--- config.mk ---
export PLATFORM = sky130hd
export DESIGN_NAME = pipe_stage_buffer_flat
export DESIGN_NICKNAME = d
export VERILOG_FILES = /design/src/rtl/pipe_stage_buffer_if.sv /design/src/rtl/pipe_stage_buffer.sv /design/src/flat_wrapper.sv
export SDC_FILE = /design/constraint.sdc
export NUM_CORES = 1
export LEC_CHECK = 0
export CAP_MARGIN = 0
export CORE_MARGIN = 5
export CORE_UTILIZATION = 45
export CTS_CLUSTER_DIAMETER = 40
export CTS_CLUSTER_SIZE = 40
export DETAILED_ROUTE_END_ITERATION = 10
export GPL_TIMING_DRIVEN = 1
export PLACE_DENSITY = 0.77
export SLEW_MARGIN = 20
export SYNTH_ARGS = -nofsm -noshare
export SYNTH_HDL_FRONTEND = slang
export SYNTH_SLANG_ARGS = --single-unit
--- constraint.sdc ---
create_clock -name CLK -period 1.9 [get_ports CLK]
set_clock_uncertainty 0.1 [all_clocks]
set_input_delay 0.475 -clock CLK [delete_from_list [all_inputs] [get_ports CLK]]
set_output_delay 0.475 -clock CLK [all_outputs]
set_load 0.03 [all_outputs]
--- src/rtl/pipe_stage_buffer_if.sv ---
// Handshake bundle for pipe_stage_buffer: upstream in_* and downstream out_*.
// Ports (signals): in_valid/in_ready/in_data/in_reg_addr/in_ctrl,
//   out_valid/out_ready/out_data/out_reg_addr/out_ctrl.
//   master = surrounding pipeline, slave = the buffer itself.
interface pipe_stage_buffer_if #(
    parameter int DATA_W = 32,
    parameter int LANES  = 5,
    parameter int ADDR_W = 5,
    parameter int CTRL_W = 6
);
    logic                    in_valid;
    logic                    in_ready;
    logic [LANES*DATA_W-1:0] in_data;
    logic [ADDR_W-1:0]       in_reg_addr;
    logic [CTRL_W-1:0]       in_ctrl;
    logic                    out_valid;
    logic                    out_ready;
    logic [LANES*DATA_W-1:0] out_data;
    logic [ADDR_W-1:0]       out_reg_addr;
    logic [CTRL_W-1:0]       out_ctrl;

    modport master (
        output in_valid, in_data, in_reg_addr, in_ctrl, out_ready,
        input  in_ready, out_valid, out_data, out_reg_addr, out_ctrl
    );

    modport slave (
        input  in_valid, in_data, in_reg_addr, in_ctrl, out_ready,
        output in_ready, out_valid, out_data, out_reg_addr, out_ctrl
    );
endinterface

--- src/rtl/pipe_stage_buffer.sv ---
// Generic inter-stage pipeline buffer: main + skid entry, valid/ready, flush.
// Ports: CLK, RSTn (async active-low), flush, bus (pipe_stage_buffer_if.slave);
//   with PIPE_STAGE_PERF_CNT_EN defined also stall_cnt[31:0], bubble_cnt[31:0].
module pipe_stage_buffer #(
    parameter int DATA_W = 32,
    parameter int LANES  = 5,
    parameter int ADDR_W = 5,
    parameter int CTRL_W = 6
) (
    input  logic               CLK,
    input  logic               RSTn,
    input  logic               flush,
    pipe_stage_buffer_if.slave bus
`ifdef PIPE_STAGE_PERF_CNT_EN
    ,
    output logic [31:0]        stall_cnt,
    output logic [31:0]        bubble_cnt
`endif
);

    localparam int W = LANES * DATA_W;

    // bit0 = main valid, bit1 = skid valid
    typedef enum logic [1:0] {
        EMPTY = 2'b00,
        ONE   = 2'b01,
        FULL  = 2'b11
    } state_t;

    state_t              r_state;
    state_t              w_state_nxt;
    logic                w_accept;
    logic                w_pop;
    logic                w_main_ld;
    logic                w_skid_ld;
    logic                w_move;

    logic [W-1:0]        r_main_data;
    logic [ADDR_W-1:0]   r_main_addr;
    logic [CTRL_W-1:0]   r_main_ctrl;
    logic [W-1:0]        r_skid_data;
    logic [ADDR_W-1:0]   r_skid_addr;
    logic [CTRL_W-1:0]   r_skid_ctrl;

    // in_ready comes straight off the skid-valid flop
    assign bus.in_ready     = ~r_state[1];
    assign bus.out_valid    = r_state[0];
    assign bus.out_data     = r_main_data;
    assign bus.out_reg_addr = r_main_addr;
    // a bubble must never raise MemWrite/RegWrite downstream
    assign bus.out_ctrl     = r_main_ctrl & {CTRL_W{r_state[0]}};

    assign w_accept = bus.in_valid & ~r_state[1];
    assign w_pop    = r_state[0] & bus.out_ready;

    always_ff @(posedge CLK or negedge RSTn) begin
        if (!RSTn) begin
            r_state <= EMPTY;
        end else begin
            r_state <= w_state_nxt;
        end
    end

    always_comb begin
        w_state_nxt = r_state;
        w_main_ld   = 1'b0;
        w_skid_ld   = 1'b0;
        w_move      = 1'b0;
        if (flush) begin
            w_state_nxt = EMPTY;
        end else begin
            unique case (r_state)
                EMPTY: begin
                    if (w_accept) begin
                        w_state_nxt = ONE;
                        w_main_ld   = 1'b1;
                    end
                end
                ONE: begin
                    if (w_accept && w_pop) begin
                        w_main_ld   = 1'b1;
                    end else if (w_accept) begin
                        w_skid_ld   = 1'b1;
                        w_state_nxt = FULL;
                    end else if (w_pop) begin
                        w_state_nxt = EMPTY;
                    end
                end
                FULL: begin
                    if (w_pop) begin
                        w_move      = 1'b1;
                        w_state_nxt = ONE;
                    end
                end
                default: begin
                    w_state_nxt = EMPTY;
                end
            endcase
        end
    end

    always_ff @(posedge CLK or negedge RSTn) begin
        if (!RSTn) begin
            r_main_data <= '0;
            r_main_addr <= '0;
            r_main_ctrl <= '0;
        end else if (w_main_ld) begin
            r_main_data <= bus.in_data;
            r_main_addr <= bus.in_reg_addr;
            r_main_ctrl <= bus.in_ctrl;
        end else if (w_move) begin
            r_main_data <= r_skid_data;
            r_main_addr <= r_skid_addr;
            r_main_ctrl <= r_skid_ctrl;
        end
    end

    always_ff @(posedge CLK or negedge RSTn) begin
        if (!RSTn) begin
            r_skid_data <= '0;
            r_skid_addr <= '0;
            r_skid_ctrl <= '0;
        end else if (w_skid_ld) begin
            r_skid_data <= bus.in_data;
            r_skid_addr <= bus.in_reg_addr;
            r_skid_ctrl <= bus.in_ctrl;
        end
    end

`ifdef PIPE_STAGE_PERF_CNT_EN
    logic [31:0] r_stall_cnt;
    logic [31:0] r_bubble_cnt;

    assign stall_cnt  = r_stall_cnt;
    assign bubble_cnt = r_bubble_cnt;

    always_ff @(posedge CLK or negedge RSTn) begin
        if (!RSTn) begin
            r_stall_cnt  <= '0;
            r_bubble_cnt <= '0;
        end else begin
            if (r_state[0] && !bus.out_ready && r_stall_cnt != '1) begin
                r_stall_cnt <= r_stall_cnt + 32'd1;
            end
            if (!r_state[0] && r_bubble_cnt != '1) begin
                r_bubble_cnt <= r_bubble_cnt + 32'd1;
            end
        end
    end
`endif

endmodule

--- src/flat_wrapper.sv ---
// flat-port wrapper written by rule: the top's interface ports become plain ports
module pipe_stage_buffer_flat 
#(
    parameter int DATA_W = 32,
    parameter int LANES  = 5,
    parameter int ADDR_W = 5,
    parameter int CTRL_W = 6
)
  (CLK, RSTn, flush, bus_in_valid, bus_in_data, bus_in_reg_addr, bus_in_ctrl, bus_out_ready, bus_in_ready, bus_out_valid, bus_out_data, bus_out_reg_addr, bus_out_ctrl);
  pipe_stage_buffer_if #(.DATA_W(DATA_W), .LANES(LANES), .ADDR_W(ADDR_W), .CTRL_W(CTRL_W)) bus_i ();
  input  logic CLK;
  input  logic RSTn;
  input  logic flush;
  input wire logic [$bits(bus_i.in_valid)-1:0] bus_in_valid;
  input wire logic [$bits(bus_i.in_data)-1:0] bus_in_data;
  input wire logic [$bits(bus_i.in_reg_addr)-1:0] bus_in_reg_addr;
  input wire logic [$bits(bus_i.in_ctrl)-1:0] bus_in_ctrl;
  input wire logic [$bits(bus_i.out_ready)-1:0] bus_out_ready;
  output wire logic [$bits(bus_i.in_ready)-1:0] bus_in_ready;
  output wire logic [$bits(bus_i.out_valid)-1:0] bus_out_valid;
  output wire logic [$bits(bus_i.out_data)-1:0] bus_out_data;
  output wire logic [$bits(bus_i.out_reg_addr)-1:0] bus_out_reg_addr;
  output wire logic [$bits(bus_i.out_ctrl)-1:0] bus_out_ctrl;
  assign bus_i.in_valid = bus_in_valid;
  assign bus_i.in_data = bus_in_data;
  assign bus_i.in_reg_addr = bus_in_reg_addr;
  assign bus_i.in_ctrl = bus_in_ctrl;
  assign bus_i.out_ready = bus_out_ready;
  assign bus_in_ready = bus_i.in_ready;
  assign bus_out_valid = bus_i.out_valid;
  assign bus_out_data = bus_i.out_data;
  assign bus_out_reg_addr = bus_i.out_reg_addr;
  assign bus_out_ctrl = bus_i.out_ctrl;
  pipe_stage_buffer #(.DATA_W(DATA_W), .LANES(LANES), .ADDR_W(ADDR_W), .CTRL_W(CTRL_W)) u_core (.CLK(CLK), .RSTn(RSTn), .flush(flush), .bus(bus_i));
endmodule
Word-level counts from Yosys, hierarchy flattened. Cells that the tools add are included. Widths: inputs -> output; s select.

Bits of input ports: 176. Memories: 0. Register bits: 344. Memory bits (writable): 0. Latch bits: 0. Output and inout bits: 173. Word-level logic and storage cells: 44. ROM bits: 0.

Multipliers: 0. Equality and inequality tests: 6. Order comparisons: 0. $add $sub $neg: 0. Bitwise gates (word level): 4. Mux-type cells: 23. Shift operators: 0. Reductions and logical operators: 4. Divide/modulo/power cells: 0.

Operator list (count): $mux 160 (2); $mux 2 (6); $mux 6 (2); $mux 5 (2); $mux 1 (9); $and 6x6->6 (1); $ne 3x2->1 const B (2); $pmux 2 s3 (1); $ne 4x2->1 const B (1); $reduce_and 4->1 (1); $ne 3x3->1 const B (1); $and 1x1->1 (2); $eq 2x1->1 const B (1); $eq 2x2->1 const B (1); $logic_not 2->1 (1); $pmux 1 s2 (1); $reduce_bool 2->1 (1); $logic_and 1x1->1 (1); $not 1->1 (1).

Depth between registers and ports, before layout.
Word-level depth: 7. Depth in mapped cells: 10. Gate-level depth less buffers: 6.

Worst setup path after synthesis. OpenSTA, ideal clock, no wires.

Kind: reg-to-reg. From: reg u_core.r_state[0]. To: reg u_core.r_main_data[100], in the netlist u_core.bus.out_data[100]. Period minus slack after synthesis: 2.153 ns. Arrival time: 1.975 ns. Slack: -0.253 ns. Setup time: 0.077 ns. Stages on the path, launching flop included: 11. Cell sequence: dfrtp_1 -> buf_4 -> inv_1 -> ha_1 -> a31oi_1 -> or3_1 -> buf_2 -> buf_2 -> buf_1 -> nor2_1 -> a21oi_1.

Cells in the longest elaborated chain, start to end: 6. Elaborated cells on any way between the ends: 13.

Ends and longest elaborated chain: from (decl) (line pipe_stage_buffer.sv:30) `state_t r_state;`; from (signal assigned) (line pipe_stage_buffer.sv:60) `r_state <= w_state_nxt;`; $and 1x1->1 (line pipe_stage_buffer.sv:54) `assign w_pop = r_state[0] & bus.out_ready;`; $logic_and 1x1->1 (line pipe_stage_buffer.sv:80) `if (w_accept && w_pop) begin`; $mux 1 (line pipe_stage_buffer.sv:80); $pmux 1 s2 (line pipe_stage_buffer.sv:72) `unique case (r_state)`; $mux 1 (line pipe_stage_buffer.sv:69) `if (flush) begin`; $mux 160 or $reduce_bool 2->1 (tied branches); to (signal assigned) (line pipe_stage_buffer.sv:108) `r_main_data <= bus.in_data;`; to (signal assigned) (line pipe_stage_buffer.sv:112) `r_main_data <= r_skid_data;`; to (decl) (line pipe_stage_buffer.sv:38) `logic [W-1:0] r_main_data;`.

Parallel ways exist; a longest one is shown, timed or not. A chain may end at the register's enable or synchronous reset.

Worst setup path in the final report.
From: reg u_core.r_state[1]. To: reg u_core.r_main_data[90], in the netlist u_core.bus.out_data[90].

Cells in the longest elaborated chain, start to end: 7. Elaborated cells on any way between the ends: 14.

Ends and longest elaborated chain: $not 1->1 (line pipe_stage_buffer.sv:53) `assign w_accept = bus.in_valid & ~r_state[1];`; $and 1x1->1 (line pipe_stage_buffer.sv:53); $logic_and 1x1->1 (line pipe_stage_buffer.sv:80); $mux 1 (line pipe_stage_buffer.sv:80); $pmux 1 s2 (line pipe_stage_buffer.sv:72); $mux 1 (line pipe_stage_buffer.sv:69); $mux 160 or $reduce_bool 2->1 (tied branches).

Parallel ways exist; a longest one is shown, timed or not.

==> metrics.yaml <==
status: "finished with violations"
placement.io_buffers: 348
peakVddDrop_uv: 1150
grt_use_total: 0.240
wl_mm: 48.9
grt_pass1_wl_mm: 68.0
fin_hold_ws_ns: 0.378
dieArea_um2: 35800
criticalPathCategory: "flop to flop"
seqCellArea_um2: 8610
slew_viol_final: 0
p_switching_uw: 14400
hp-class: "primary input to async pin"
setup_slack_ns: -0.223
drt_pass1_iterations: 5
hold_viol: 0
yosys_warnings: 0
antenna_found_initial: 3
cts_sinks: 344
grtUsageMet2: 0.402
drive_gt1_frac: 0.406
rows: 65
finish.utilization: 0.729
drc_errors: 0
yosysSeqAreaShare: 0.596
syn_inst: 1136
critPathCaptureType: "flop"
pin_count: 349
fin_crit_sh: 1.12
syn_area_um2: 14400
crit_chain: "buf_6 > buf_6 > nand2b_4 > or3_4 > buf_12 > buf_8 > clkbuf_16 > nor2_2 > a21oi_1"
combPwrFrac: 0.428
grt.busiest_layer: "met2"
die_y_um: 189
cpPeakStageDelay_ns: 0.42
start_util: 0.456
p_leak_uw: 0.0110
cts_buffers: 45
grt-ovfl-total: 0
cts_root_buf: "clkbuf_16"
gr-usage-met1: 0.304
dr.first_iter.drc_count: 614
rsz0062_at_grt: "yes"
design_area_um2: 23000
synth_cell_types: 23
relSlewSlack: 0.676
cp-start-kind: "flop"
period_minus_slack_ns: 2.12
gp_congestion: 0.777
grt_pass1_vias: 12000
cp.required_ns: 2.20
post-place-ws_ns: -0.481
violations: "setup timing"
wl_per_cell_um: 23.9
synth-seq-cells: 344
insertion_delay_ns: 0.54
clockBufferDepth: 3
place_area_um2: 18600
use_met3: 0.0583
p_sw_frac: 0.380
die_w_um: 189
crit_top_cell: "buf_6"
nNetsFinal: 1788
setup_viol: 328
grt_max_degree: 66
tritoncts: "built"
path_max_fanout: 5
p_per_area_nw_per_um2: 1650
via_per_inst: 5.51
htreeDepth: 2
syn_to_final_growth_pct: 59.7
power.share.sequential: 0.350
crit_slowest_cell: "dfrtp_1"
detailed_place_hpwl_mm: 25.4
fp.coreArea_um2: 31600
nFillCells: 1942
vias: 11300
ant_nets: 0
tightest_slew_ns: 0.485
critPathArrivalTime_ns: 2.43
timing.max_cap.violations: 0
syn-num-nets: 1316
pwr-share-clk: 0.222
multiInputGateArea_um2: 6630
avgSynthCellArea_um2: 12.7
fmax_mhz: 471
internal_power_uw: 23600
path_clk_slew_ns: 0.06
sequential cells by signal (all words and copies together) (netlist names):
signal and count:
u_core.r_skid_data 160, u_core.r_state 2, u_core.bus.out_reg_addr 5, u_core.r_skid_ctrl 6, u_core.bus.out_data 160, u_core.r_skid_addr 5, u_core.r_main_ctrl 6
critical path, delay by kind of cell, from the launching register on:
kind | cells | cell delay, ns
compound gates | 1 | 0.07
buf+inv | 5 | 0.72
flops | 1 | 0.42
simple gates | 3 | 0.70
cell type report:
cell class	instances	area share
clock inverters	23	0.00966
multi-input cells	721	0.287
well taps	402	0.0218
clock buffers	60	0.0553
repair buffers	493	0.251
flip-flops and latches	344	0.374
inverters	3	0.000923
diodes	2	0.000217
Yosys cell counts, drive strengths merged:
cell type  count  share of area
dfrtp        344           0.60
nor2         173          0.045
a21oi        172          0.060
mux2         172           0.13
mux2i        171           0.12
buf           62          0.030
clkbuf        14         0.0036
and2           6         0.0026
ha             4         0.0035
inv            3        0.00078
nand2          3        0.00078
a211oi         2         0.0010
a31oi          2        0.00087
or3            2        0.00087
a21boi         1        0.00052
nand2b         1        0.00043
nand3          1        0.00035
o211ai         1        0.00052
o21ai          1        0.00035
or2            1        0.00043
worst paths after layout:
kind	start	endpoint	slack, ns	depth (start not counted)
max in group asynchronous	RSTn	u_core.bus.out_data[142]	0.60	3
hold reg to reg	u_core.r_skid_ctrl[1]	u_core.r_skid_ctrl[1]	0.40	1
setup reg to reg	u_core.r_state[1]	u_core.bus.out_data[90]	-0.22	9
min in group CLK	u_core.r_skid_ctrl[1]	u_core.r_skid_ctrl[1]	0.40	1
hold / removal	RSTn	u_core.r_skid_data[117]	0.38	2
setup / recovery	u_core.r_state[1]	u_core.bus.out_data[90]	-0.22	9
power by group through the flow:
stage                     clock (µW)  sequential, µW  combinational, µW
after floorplan                    0           15900               5110
after global placement             0           12900              13500
after detailed placement           0           13100              13800
after CTS                       8480           13000              14700
after global routing            8900           13700              17200
final                           8430           13300              16300
timing repair:
action / in CTS / in global routing
hold endpoints to repair: 31 / 0
endpoints found under the setup margin: 510 / 441
resized for setup: 425 / 378
pin swaps: 10 / 24
buffers inserted: 31 / 14
gates cloned: 34 / 28
hold buffers: 1 / 0
logic make-up (layout without fill, tap and decap cells):
group	count (synthesis)	after routing	share of synthesized area
DFF	344	344	0.596
muxes	343	343	0.253
and+or+nand+nor	187	195	0.0504
AOI/OAI and AO/OA	179	179	0.0629
buffers and inverters	79	579	0.0341
adders and majority gates	4	4	0.00347
other	0	2	0
layout by cell type, fill, tap and decap left out, types with 8 or more instances in the layout:
cell type,instances
clkbuf_2,45
mux2_4,28
dlygate4sd2_1,37
a21oi_2,58
nor2_2,50
nor2_1,59
clkdlybuf4s50_1,173
clkdlybuf4s15_1,73
mux2_2,144
clkdlybuf4s15_2,11
buf_16,22
clkinv_2,11
clkbuf_16,69
dfrtp_1,343
buf_6,32
buf_12,31
nor2_4,64
a21oi_1,111
buf_4,27
buf_8,18
clkbuf_1,8
mux2i_1,163
metal layers:
| metal | routed length [µm] | vias to the layer above | share of wire |
|---|---|---|---|
| met1 | 19600 | 5756 | 0.40 |
| met4 | 1670 | 2 | 0.034 |
| met5 | 13 | - | 0.00027 |
| li1 | - | 4960 | - |
| met3 | 3220 | 109 | 0.066 |
| met2 | 24300 | 452 | 0.50 |
per-stage QoR:
stage / TNS (ns) / cells / power (µW)
final: -33.51 / 2048 / 38000
after global routing: -46.11 / 2047 / 39700
after CTS: -29.54 / 2019 / 36200
after detailed placement: -137.90 / 1870 / 26900
after global placement: -125.88 / 1870 / 26400
after floorplan: -3.56 / 1136 / 21100
Note: power is estimated with default switching activity, not from simulation.
